## config.mk

```make
export PLATFORM = sky130hd
export DESIGN_NAME = seq_run_detector
export DESIGN_NICKNAME = d
export VERILOG_FILES = /design/src/rtl/seq_run_detector.sv
export SDC_FILE = /design/constraint.sdc
export NUM_CORES = 1
export LEC_CHECK = 0
export ABC_AREA = 1
export BUFFER_PORTS_ARGS = -buffer_cell sky130_fd_sc_hd__buf_4
export CORE_UTILIZATION = 48
export CTS_CLUSTER_SIZE = 24
export DETAILED_ROUTE_END_ITERATION = 12
export PLACE_DENSITY = 0.83
export SLEW_MARGIN = 30
export SYNTH_ARGS = -nofsm -noshare
export SYNTH_HDL_FRONTEND = slang
export SYNTH_SLANG_ARGS = --single-unit
```

## constraint.sdc

```tcl
create_clock -name clk -period 1.3 [get_ports clk]
set_input_delay 0.325 -clock clk [delete_from_list [all_inputs] [get_ports clk]]
set_output_delay 0.325 -clock clk [all_outputs]
set_load 0.01 [all_outputs]
```

## src/rtl/seq_run_detector.sv

```systemverilog
// Run-length sequence detector: flags RUN_LEN identical accepted bits with
// selectable polarity and overlap/restart behaviour, plus a saturating hit counter.
module seq_run_detector #(
    parameter int RUN_LEN = 4,
    parameter int CNT_W   = 8
) (
    input  logic             clk,
    input  logic             reset,
    input  logic             in_valid,
    input  logic             in,
    input  logic [1:0]       mode,
    input  logic             clr_cnt,
    output logic             out,
    output logic             out_bit,
    output logic             hit,
    output logic [3:0]       run_len,
    output logic [CNT_W-1:0] match_cnt
);

    localparam logic [3:0]       RUN_MAX = 4'(RUN_LEN);
    localparam logic [CNT_W-1:0] CNT_ONE = CNT_W'(1);
    localparam logic [CNT_W-1:0] CNT_SAT = '1;

    logic [3:0]       run_reg, run_next;
    logic             last_reg, last_next;
    logic             out_reg, out_next;
    logic             hit_reg, hit_next;
    logic [CNT_W-1:0] cnt_reg, cnt_next;

    function automatic logic pol_ok(input logic b, input logic [1:0] m);
        case (m)
            2'b00:   pol_ok = b;
            2'b01:   pol_ok = ~b;
            default: pol_ok = 1'b1;
        endcase
    endfunction

    always_comb begin
        run_next  = run_reg;
        last_next = last_reg;
        hit_next  = 1'b0;
        if (in_valid) begin
            if (run_reg == 4'd0 || in != last_reg) begin
                run_next  = 4'd1;
                last_next = in;
            end else if (run_reg < RUN_MAX) begin
                run_next = run_reg + 4'd1;
            end else if (mode == 2'b11) begin
                run_next = 4'd1;
            end
            // Staying saturated at RUN_LEN is not a new detection.
            hit_next = (run_next == RUN_MAX) && (run_reg != RUN_MAX) && pol_ok(last_next, mode);
        end
        out_next = (run_next == RUN_MAX) && pol_ok(last_next, mode);

        cnt_next = cnt_reg;
        if (clr_cnt) begin
            cnt_next = hit_next ? CNT_ONE : '0;
        end else if (hit_next && cnt_reg != CNT_SAT) begin
            cnt_next = cnt_reg + CNT_ONE;
        end
    end

    always_ff @(posedge clk or negedge reset) begin
        if (!reset) begin
            run_reg  <= 4'd0;
            last_reg <= 1'b0;
            out_reg  <= 1'b0;
            hit_reg  <= 1'b0;
            cnt_reg  <= '0;
        end else begin
            run_reg  <= run_next;
            last_reg <= last_next;
            out_reg  <= out_next;
            hit_reg  <= hit_next;
            cnt_reg  <= cnt_next;
        end
    end

    assign out       = out_reg;
    assign out_bit   = last_reg;
    assign hit       = hit_reg;
    assign run_len   = run_reg;
    assign match_cnt = cnt_reg;

endmodule
```

Word level (Yosys, flattened, before mapping)
Index checks and enable logic that the tools add are counted.

Register bits after elaboration: 15. Input port bits: 7. Output and inout port bits: 15. Logic and storage cells: 40.

Add/subtract/negate cells: 2. Order comparisons: 1. Equal/unequal tests: 7. Bitwise gates (word level): 2. Reductions and logical operators: 8. Multiplexer cells: 15.

Operator list (count): 4-bit 2-to-1 mux (5); 8-bit 2-to-1 mux (2); 8-bit by 1-bit adder with 8-bit output (second input constant) (1); 4-bit by 3-bit == test with 1-bit output (second input constant) (2); 8-bit != test (second input constant) (1); 1-bit 2-to-1 mux (6); 4-bit by 1-bit adder with 4-bit output (second input constant) (1); 1-bit logical AND (4); 4-bit zero test (1); 4-bit by 3-bit less-than comparator with 1-bit output (second input constant) (1); 4-bit by 3-bit != test with 1-bit output (second input constant) (1); 1-bit case mux with 2 select lines (2); 2-bit by 1-bit == test with 1-bit output (second input constant) (1); 2-bit == test (second input constant) (1); 2-bit zero test (1); 1-bit NOT (2); 2-bit nonzero test (1); 1-bit logical OR (1); 1-bit != test (1).

Depth between registers and ports, before layout
Gate-level depths: netlist of the first run.

Word-level depth: 12. Gate-level depth with buffers: 10. Mapped depth without buffers: 10.

Worst setup path before layout of the first run
No wires, ideal clock.

Path type: register -> register. From: reg run_reg[0], in the netlist run_len[0]. To: reg cnt_reg[7], in the netlist match_cnt[7]. Slack: -0.200 ns. Required time: 1.182 ns. Setup time: 0.118 ns. Buffers on the path: 0. Stages on the path, launching flop included: 11. Clock period less this slack: 1.500 ns. Arrival: 1.382 ns. Cell sequence: dfrtp_1 inv_1 ha_1 inv_1 nand2_1 nand2_1 nand2_1 inv_1 nand4_2 nand3_1 nand2_1.

Longest elaborated chain between the ends: 11. Elaborated cells between the ends (all ways): 20.

Ends and longest elaborated chain: start, declared (RTL line 24) `logic [3:0] run_reg, run_next;`; start signal, assigned (RTL line 72) `run_reg <= run_next;`; branches (longest 7 deep; another with 4-bit by 1-bit adder with 4-bit output); 1-bit logical AND (*) (RTL line 52) `hit_next = (run_next == RUN_MAX) && (run_reg != RUN_MAX) && pol_ok(last_next, mode);`; 1-bit 2-to-1 mux (*) (RTL line 42) `if (in_valid) begin`; 1-bit logical AND (*) (RTL line 59) `end else if (hit_next && cnt_reg != CNT_SAT) begin`; 2-bit nonzero test (no source line) (*); end signal, assigned (RTL line 76) `cnt_reg <= cnt_next;`; end, declared (RTL line 28) `logic [CNT_W-1:0] cnt_reg, cnt_next;`.

Every way passes the cells marked *. The select of a mux whose other input is x is not followed. A chain may end at the register's enable or synchronous reset.

Worst setup path after layout of the first run
From: reg run_reg[0], in the netlist run_len[0]. To: reg cnt_reg[4], in the netlist match_cnt[4].

Same word-level chain as after synthesis.

==> results of run 1 <==
==> Yosys cell counts (2+ instances only) <==
master / number
nand3_1: 17
inv_1: 20
nand2_4: 3
xor2_1: 3
nor2_4: 3
buf_2: 2
dfrtp_1: 15
nand2_1: 32
o21ai_0: 5
nor2_1: 15
nand4_1: 7
a21oi_1: 4
ha_1: 3
==> logic make-up after synthesis <==
family                     count (synthesis)
AOI/OAI and AO/OA                         11
xor gates and xnor gates                   4
buffers and inverters                     23
and+or+nand+nor                           82
DFF                                       15
adders and majority gates                  3
==> area by class of cell <==
cell class | instances | area share, %
Multi-Input combinational cell | 101 | 42.37
Timing Repair Buffer | 55 | 28.25
Sequential cell | 15 | 21.50
Inverter | 21 | 4.471
Tap cell | 27 | 1.916
Clock buffer | 4 | 1.490
==> per-layer routing <==
metal	GRT usage, %	wire, um
met1	39.36	1588
met3	4.088	290
met2	60.42	2092
met4	11.27	308
met5	0	0
==> worst register-to-register path, cell delays in order (launching register included) <==
cell and delay, ns:
dfrtp_2 0.46, inv_2 0.09, ha_4 0.20, inv_2 0.05, nand2_2 0.07, nand2_4 0.11, nand2_2 0.07, inv_2 0.07
nand4_4 0.18, nand3_1 0.18, nand2_1 0.09
==> worst paths after layout <==
check | slack (ns) | startpoint | cells past startpoint | end
worst max register to register | -0.38 | run_len[0]$_DFF_PN0_ | 10 | match_cnt[4]$_DFFE_PN0P_
max in group asynchronous | 0.64 | reset | 2 | run_len[3]$_DFF_PN0_
worst min-delay path | 0.44 | reset | 2 | match_cnt[3]$_DFFE_PN0P_
min in group clk | 0.53 | in_valid | 3 | out_bit$_DFF_PN0_
worst min register to register | 0.60 | match_cnt[6]$_DFFE_PN0P_ | 2 | match_cnt[6]$_DFFE_PN0P_
worst max-delay path | -0.38 | run_len[0]$_DFF_PN0_ | 10 | match_cnt[4]$_DFFE_PN0P_
==> timing repair <==
action | CTS | global route
hold buffers | 1 | 0
resized for setup | 31 | 29
setup buffers | 7 | 8
gates cloned | 1 | 0
setup endpoints to repair | 14 | 22
pin swaps | 18 | 3
hold endpoints to repair | 15 | 0
==> metrics by stage <==
step                instances  setup slack, ns
finish                    223          -0.3850
global route              223          -0.4479
floorplan                 138          -0.1453
global placement          204          -0.2082
CTS                       217          -0.2229
detailed placement        204          -0.2632
==> power by group <==
group / switching [uW] / internal (uW)
Clock: 164 / 119
Combinational: 370 / 281
Sequential: 28.1 / 489
==> impl_results.md, run 1 <==
* Critical path startpoint category: register
* Largest register FFs at 8
* Fillcell total at 95
* Skew-Pair Late Insertion Delay at 0.29 ns
* Commonest non-fill, non-tap cell in the layout: buf_4
* I/O pin cnt at 22
* ANT nets after route at 0
* Share of the synthesized area in the top cell type at 35.97%
* Post-Synth Adder-Cell Area at 3.597%
* PnR Total Power at 1452 uW
* Period utilization at 129.6%
* Sink Count at 15
* Simple-Gate Fraction of Synth Area at 42.69%
* WP buf/inv at 3
* Syn Inst Count at 138
* Final RePlAce weighted congestion at 0.8914
* CP endpoint kind: register
* Hold slack at 0.4449 ns
* Worst setup margin at -0.3850 ns
* Layout cells sized above 1 at 53.06%
* # rows at 16
* Critical path arrival at 1.87 ns
* DR WL/cell at 19.19 um
* Post-Synth XOR/XNOR Area at 3.357%
* Clk_skew at 0.01406 ns
* Via Count at 1307
* Worst path slowest cell: dfrtp_2
* TNS Setup at -3.761 ns
* Antenna violations before repair at 0
* Root Buffer: clkbuf_4
* Synth Area per Inst at 7.562 um^2
* Vias in the first global route at 1286
* Antenna diodes at 0
* Pre-antenna DRT Iters at 4
* DP Area at 0.001409 mm^2
* Rel. slew slack at 73.85%
* Most frequent CP cell: inv_2
* Yosys top cell by area: dfrtp_1
* Synth unique cells at 22
* CP Class: register to register
* Die width at 48.63 um
* Number of synthesized flops with an enable pin at 0
* Peak supply drop at 0.0007923 V
* NumNets Final at 207
* Max-Cap Viols at 0
* Post-synthesis mux area share at 0%
* Crit-path cells: inv_2 -> ha_4 -> inv_2 -> nand2_2 -> nand2_4 -> nand2_2 -> inv_2 -> nand4_4 -> nand3_1 -> nand2_1
* Estimated wirelength of the detail-placed design at 2091 um
* Min Tclk post-route at 1.685 ns
* Largest cells by area after synthesis: dfrtp_1, nand2_1, nand3_1, inv_1, nor2_1
* Power Dens Cells at 823.8 mW/mm^2
* Commonest non-fill, non-tap cells in the layout: buf_4, nand2_1, buf_6, inv_1, dfrtp_1
* Fin util at 88.06%
* Grt total ovfl at 0
* CTS tree: yes
* Slew Limit Fails at 0
* Starting Density at 52.13%
* CP peak stage delay at 0.46 ns
* Sequential fraction of the synthesis area at 35.97%
* Largest net degree at the start of global routing at 18
* Worst hold-check path type: input port to asynchronous set/reset pin
* Reg area at 379.1 um^2
* H-tree levels at 1
* Tot GR Track Use at 33.00%
* Die H at 48.63 um
* RSZ-0062 raised after global routing: true
* FMAX at 593.5 MHz
* Pleak at 0.0009299 uW
* WP data required at 1.48 ns
* P&R area growth vs syn at 68.94%
* Dominant synthesized flop cell: dfrtp_1
* Status: finished, violations left
* Synthesized area at 0.001044 mm^2
* Num CTS Buffers at 3
* CORE AREA at 0.002002 mm^2
* Multi-input gate area at 747.0 um^2
* Clk slew on worst S/H paths at 0.11 ns
* Synth Area in Compound Gates at 5.875%
* Final instance area at 0.001763 mm^2
* Synth async-reset ratio at 100.0%
* First-pass GRT wire length at 6003 um
* Crit Path Max Fanout at 8
* Syn_nets at 148
* Failing checks: negative setup slack
* Total Routed Length at 4280 um
* Final Hold Vio Count at 0
* Vias per cell at 5.861
* Die area at 0.002364 mm^2
* DRC Markers at 0
* Initial DRC Count at 60
* Largest family of logic cells by synthesized area: simple AND/OR/NAND/NOR gates
* Worst-margin pin slew at 0.3881 ns
* CP top delay family: simple AND/OR/NAND/NOR gates
* Clk buf depth at 2
* Final setup vio count at 18
* Port buffer count at 21
* Yosys reg bits at 15
* Ys Warns at 0
Power figures use the tool's default switching activity.
==> run 2: changes to the inputs <==
Settings changed: PLACE_DENSITY 0.83 to 0.74, TNS_END_PERCENT from default to 10.
==> run 2 against run 1 <==
The run still ends with negative setup slack left; final cell count shrank 6.3%; highest routed layer unchanged; power shrank 10%; critical path depth is the same.
==> impl_results.md, run 2 (synthesis gave the netlist of run 1 again) <==
* Peak supply drop at 0.0008025 V (+1.3%)
* Pre-antenna DRT Iters at 4 (unchanged)
* Worst-margin pin slew at 0.2985 ns (-0.08964 ns)
* Status: finished, violations left
* Slew Limit Fails at 0 (unchanged)
* Port buffer count at 21 (unchanged)
* Largest net degree at the start of global routing at 18 (unchanged)
* Root Buffer: clkbuf_4
* Initial DRC Count at 65 (+8.3%)
* Estimated wirelength of the detail-placed design at 1835 um (-12%)
* ANT nets after route at 0 (unchanged)
* NumNets Final at 193 (-6.8%)
* Worst setup margin at -0.2935 ns (+0.09153 ns)
* Power Dens Cells at 805.3 mW/mm^2 (-2.2%)
* Crit Path Max Fanout at 8 (unchanged)
* WP data required at 1.48 ns (about the same)
* Sink Count at 15 (unchanged)
* Rel. slew slack at 79.89% (+6.0 points)
* DR WL/cell at 14.70 um (-23%)
* Critical path arrival at 1.78 ns (-0.09 ns)
* Tot GR Track Use at 25.85% (-7.1 points)
* Power share of the clock group at 21.8% (+2.3 points)
* Clk_skew at 0.003486 ns (-0.01057 ns)
* Clk slew on worst S/H paths at 0.10 ns (about the same)
* Final setup vio count at 11 (-7)
* Final RePlAce weighted congestion at 0.8583 (-3.7%)
* Min-Delay Endpoint: out_bit$_DFF_PN0_
* Total Routed Length at 3072 um (-28%)
* # rows at 16 (unchanged)
* Skew-Pair Late Insertion Delay at 0.29 ns (about the same)
* Worst hold stages at 2
* Via Count at 1153 (-12%)
* DRC Markers at 0 (unchanged)
* P&R area growth vs syn at 55.16%
* Num CTS Buffers at 3 (unchanged)
* Antenna diodes at 0 (unchanged)
* Commonest non-fill, non-tap cells in the layout: buf_4, nand2_1, inv_1, buf_6, dfrtp_1
* Commonest non-fill, non-tap cell in the layout: buf_4
* Grt total ovfl at 0 (unchanged)
* CORE AREA at 0.002002 mm^2 (unchanged)
* DP Area at 0.001386 mm^2 (-1.6%)
* First-pass GRT wire length at 4712 um (-22%)
* RSZ-0062 raised after global routing: true
* FMAX at 627.6 MHz (+5.7%)
* Worst R2R End: match_cnt[2]$_DFFE_PN0P_
* Switch Pwr at 491.8 uW (-13%)
* I/O pin cnt at 22 (unchanged)
* Seq pwr share at 39.2% (+3.6 points)
* Vias in the first global route at 1053 (-18%)
* Final instance area at 0.001619 mm^2 (-8.2%)
* Failing checks: negative setup slack
* Min Tclk post-route at 1.593 ns (-0.09153 ns)
* Place WS at -0.2551 ns (+0.008150 ns)
* H-tree levels at 1 (unchanged)
* Pleak at 0.0008546 uW (-8.1%)
* Reg2Reg Depth at 10 (unchanged)
* Worst hold-check path type: input port to register
* Power share of the combinational group at 39.1% (-5.8 points)
* Period utilization at 122.6% (-7.0 points)
* Cell Int Power at 812.1 uW (-8.7%)
* Sw frac at 37.72% (-1.0 points)
* CTS tree: yes
* Largest register FFs at 8 (unchanged)
* Hold_sp: in_valid
* CP Class: register to register
* Vias per cell at 5.517 (-5.9%)
* Antenna violations before repair at 0 (unchanged)
* Critical path startpoint category: register
* Fin util at 80.88% (-7.2 points)
* Setup bufs post-CTS at 0 (-7)
* Die area at 0.002364 mm^2 (unchanged)
* CP endpoint kind: register
* Layout cells sized above 1 at 48.35% (-4.7 points)
* Die H at 48.63 um (unchanged)
* Setup slack, reg-to-reg at -0.29 ns (+0.09 ns)
* Final Hold Vio Count at 0 (unchanged)
* Clk buf depth at 2 (unchanged)
* Starting Density at 52.13% (unchanged)
* Reg2reg start: run_len[0]$_DFF_PN0_
* Max-Cap Viols at 0 (unchanged)
* Die width at 48.63 um (unchanged)
-- run 2: how the worst max path moves through the flow --
stage	cells past startpoint	slack (ns)	end	start
detailed placement	10	-0.26	match_cnt[1]$_DFFE_PN0P_	run_len[0]$_DFF_PN0_
CTS	8	-0.20	match_cnt[1]$_DFFE_PN0P_	run_len[2]$_DFF_PN0_
global placement	10	-0.19	match_cnt[5]$_DFFE_PN0P_	run_len[0]$_DFF_PN0_
global route	10	-0.36	match_cnt[4]$_DFFE_PN0P_	run_len[0]$_DFF_PN0_
floorplan	10	-0.18	match_cnt[7]$_DFFE_PN0P_	run_len[0]$_DFF_PN0_
finish	10	-0.29	match_cnt[2]$_DFFE_PN0P_	run_len[0]$_DFF_PN0_
-- run 2: critical path: stages, from the launching register on --
cell and delay (ns):
dfrtp_1 0.42, inv_2 0.10, ha_4 0.20, inv_2 0.05, nand2_2 0.06, nand2_2 0.12, nand2_2 0.07, inv_2 0.07
nand4_4 0.21, nand3_2 0.13, nand2_1 0.06
-- run 2: power groups by stage --
stage               combinational [uW]  clock [uW]  sequential [uW]
detailed placement                 374           0              515
CTS                                452         287              510
finish                             509         284              511
floorplan                          220           0              528
global route                       546         303              514
global placement                   363           0              515
-- run 2: through the flow --
stage	hold WS [ns]	power, uW	TNS (ns)	instances
3_5_place_dp	0.1952	889.7	-2.244	204
6_report	0.3407	1304	-2.439	209
3_3_place_gp	0.1916	878.0	-1.656	204
4_1_cts	0.3203	1250	-1.583	209
2_1_floorplan	0.02941	747.8	-1.601	138
5_1_grt	0.3299	1363	-3.291	209
-- run 2: layer usage --
metal | vias to the layer above | part of all wire, % | track usage [%] | wire length [um]
met2 | 55 | 49 | 46.06 | 1497
met3 | 13 | 6.9 | 2.830 | 212
met4 | 0 | 3.5 | 6.373 | 106
met1 | 552 | 41 | 33.13 | 1256
li1 | 533 | - | - | -
met5 | - | 0 | 0 | 0
-- run 2: area by class of cell --
type / count / area, um^2
clock buffer: 4 / 26.28
fill: 132 / 382.9
inverter: 21 / 78.83
multi-input combinational: 100 / 729.5
sequential: 15 / 376.6
tap: 27 / 33.78
timing repair buffer: 42 / 374.1
-- run 2: timing repair --
action / in CTS / in global routing
setup endpoints to repair: 14 / 22
pin swaps: 11 / 4
hold buffers: 1 / 0
endpoints found under the hold margin: 15 / 0
gates cloned: 0 / 0
gates resized for setup: 34 / 20
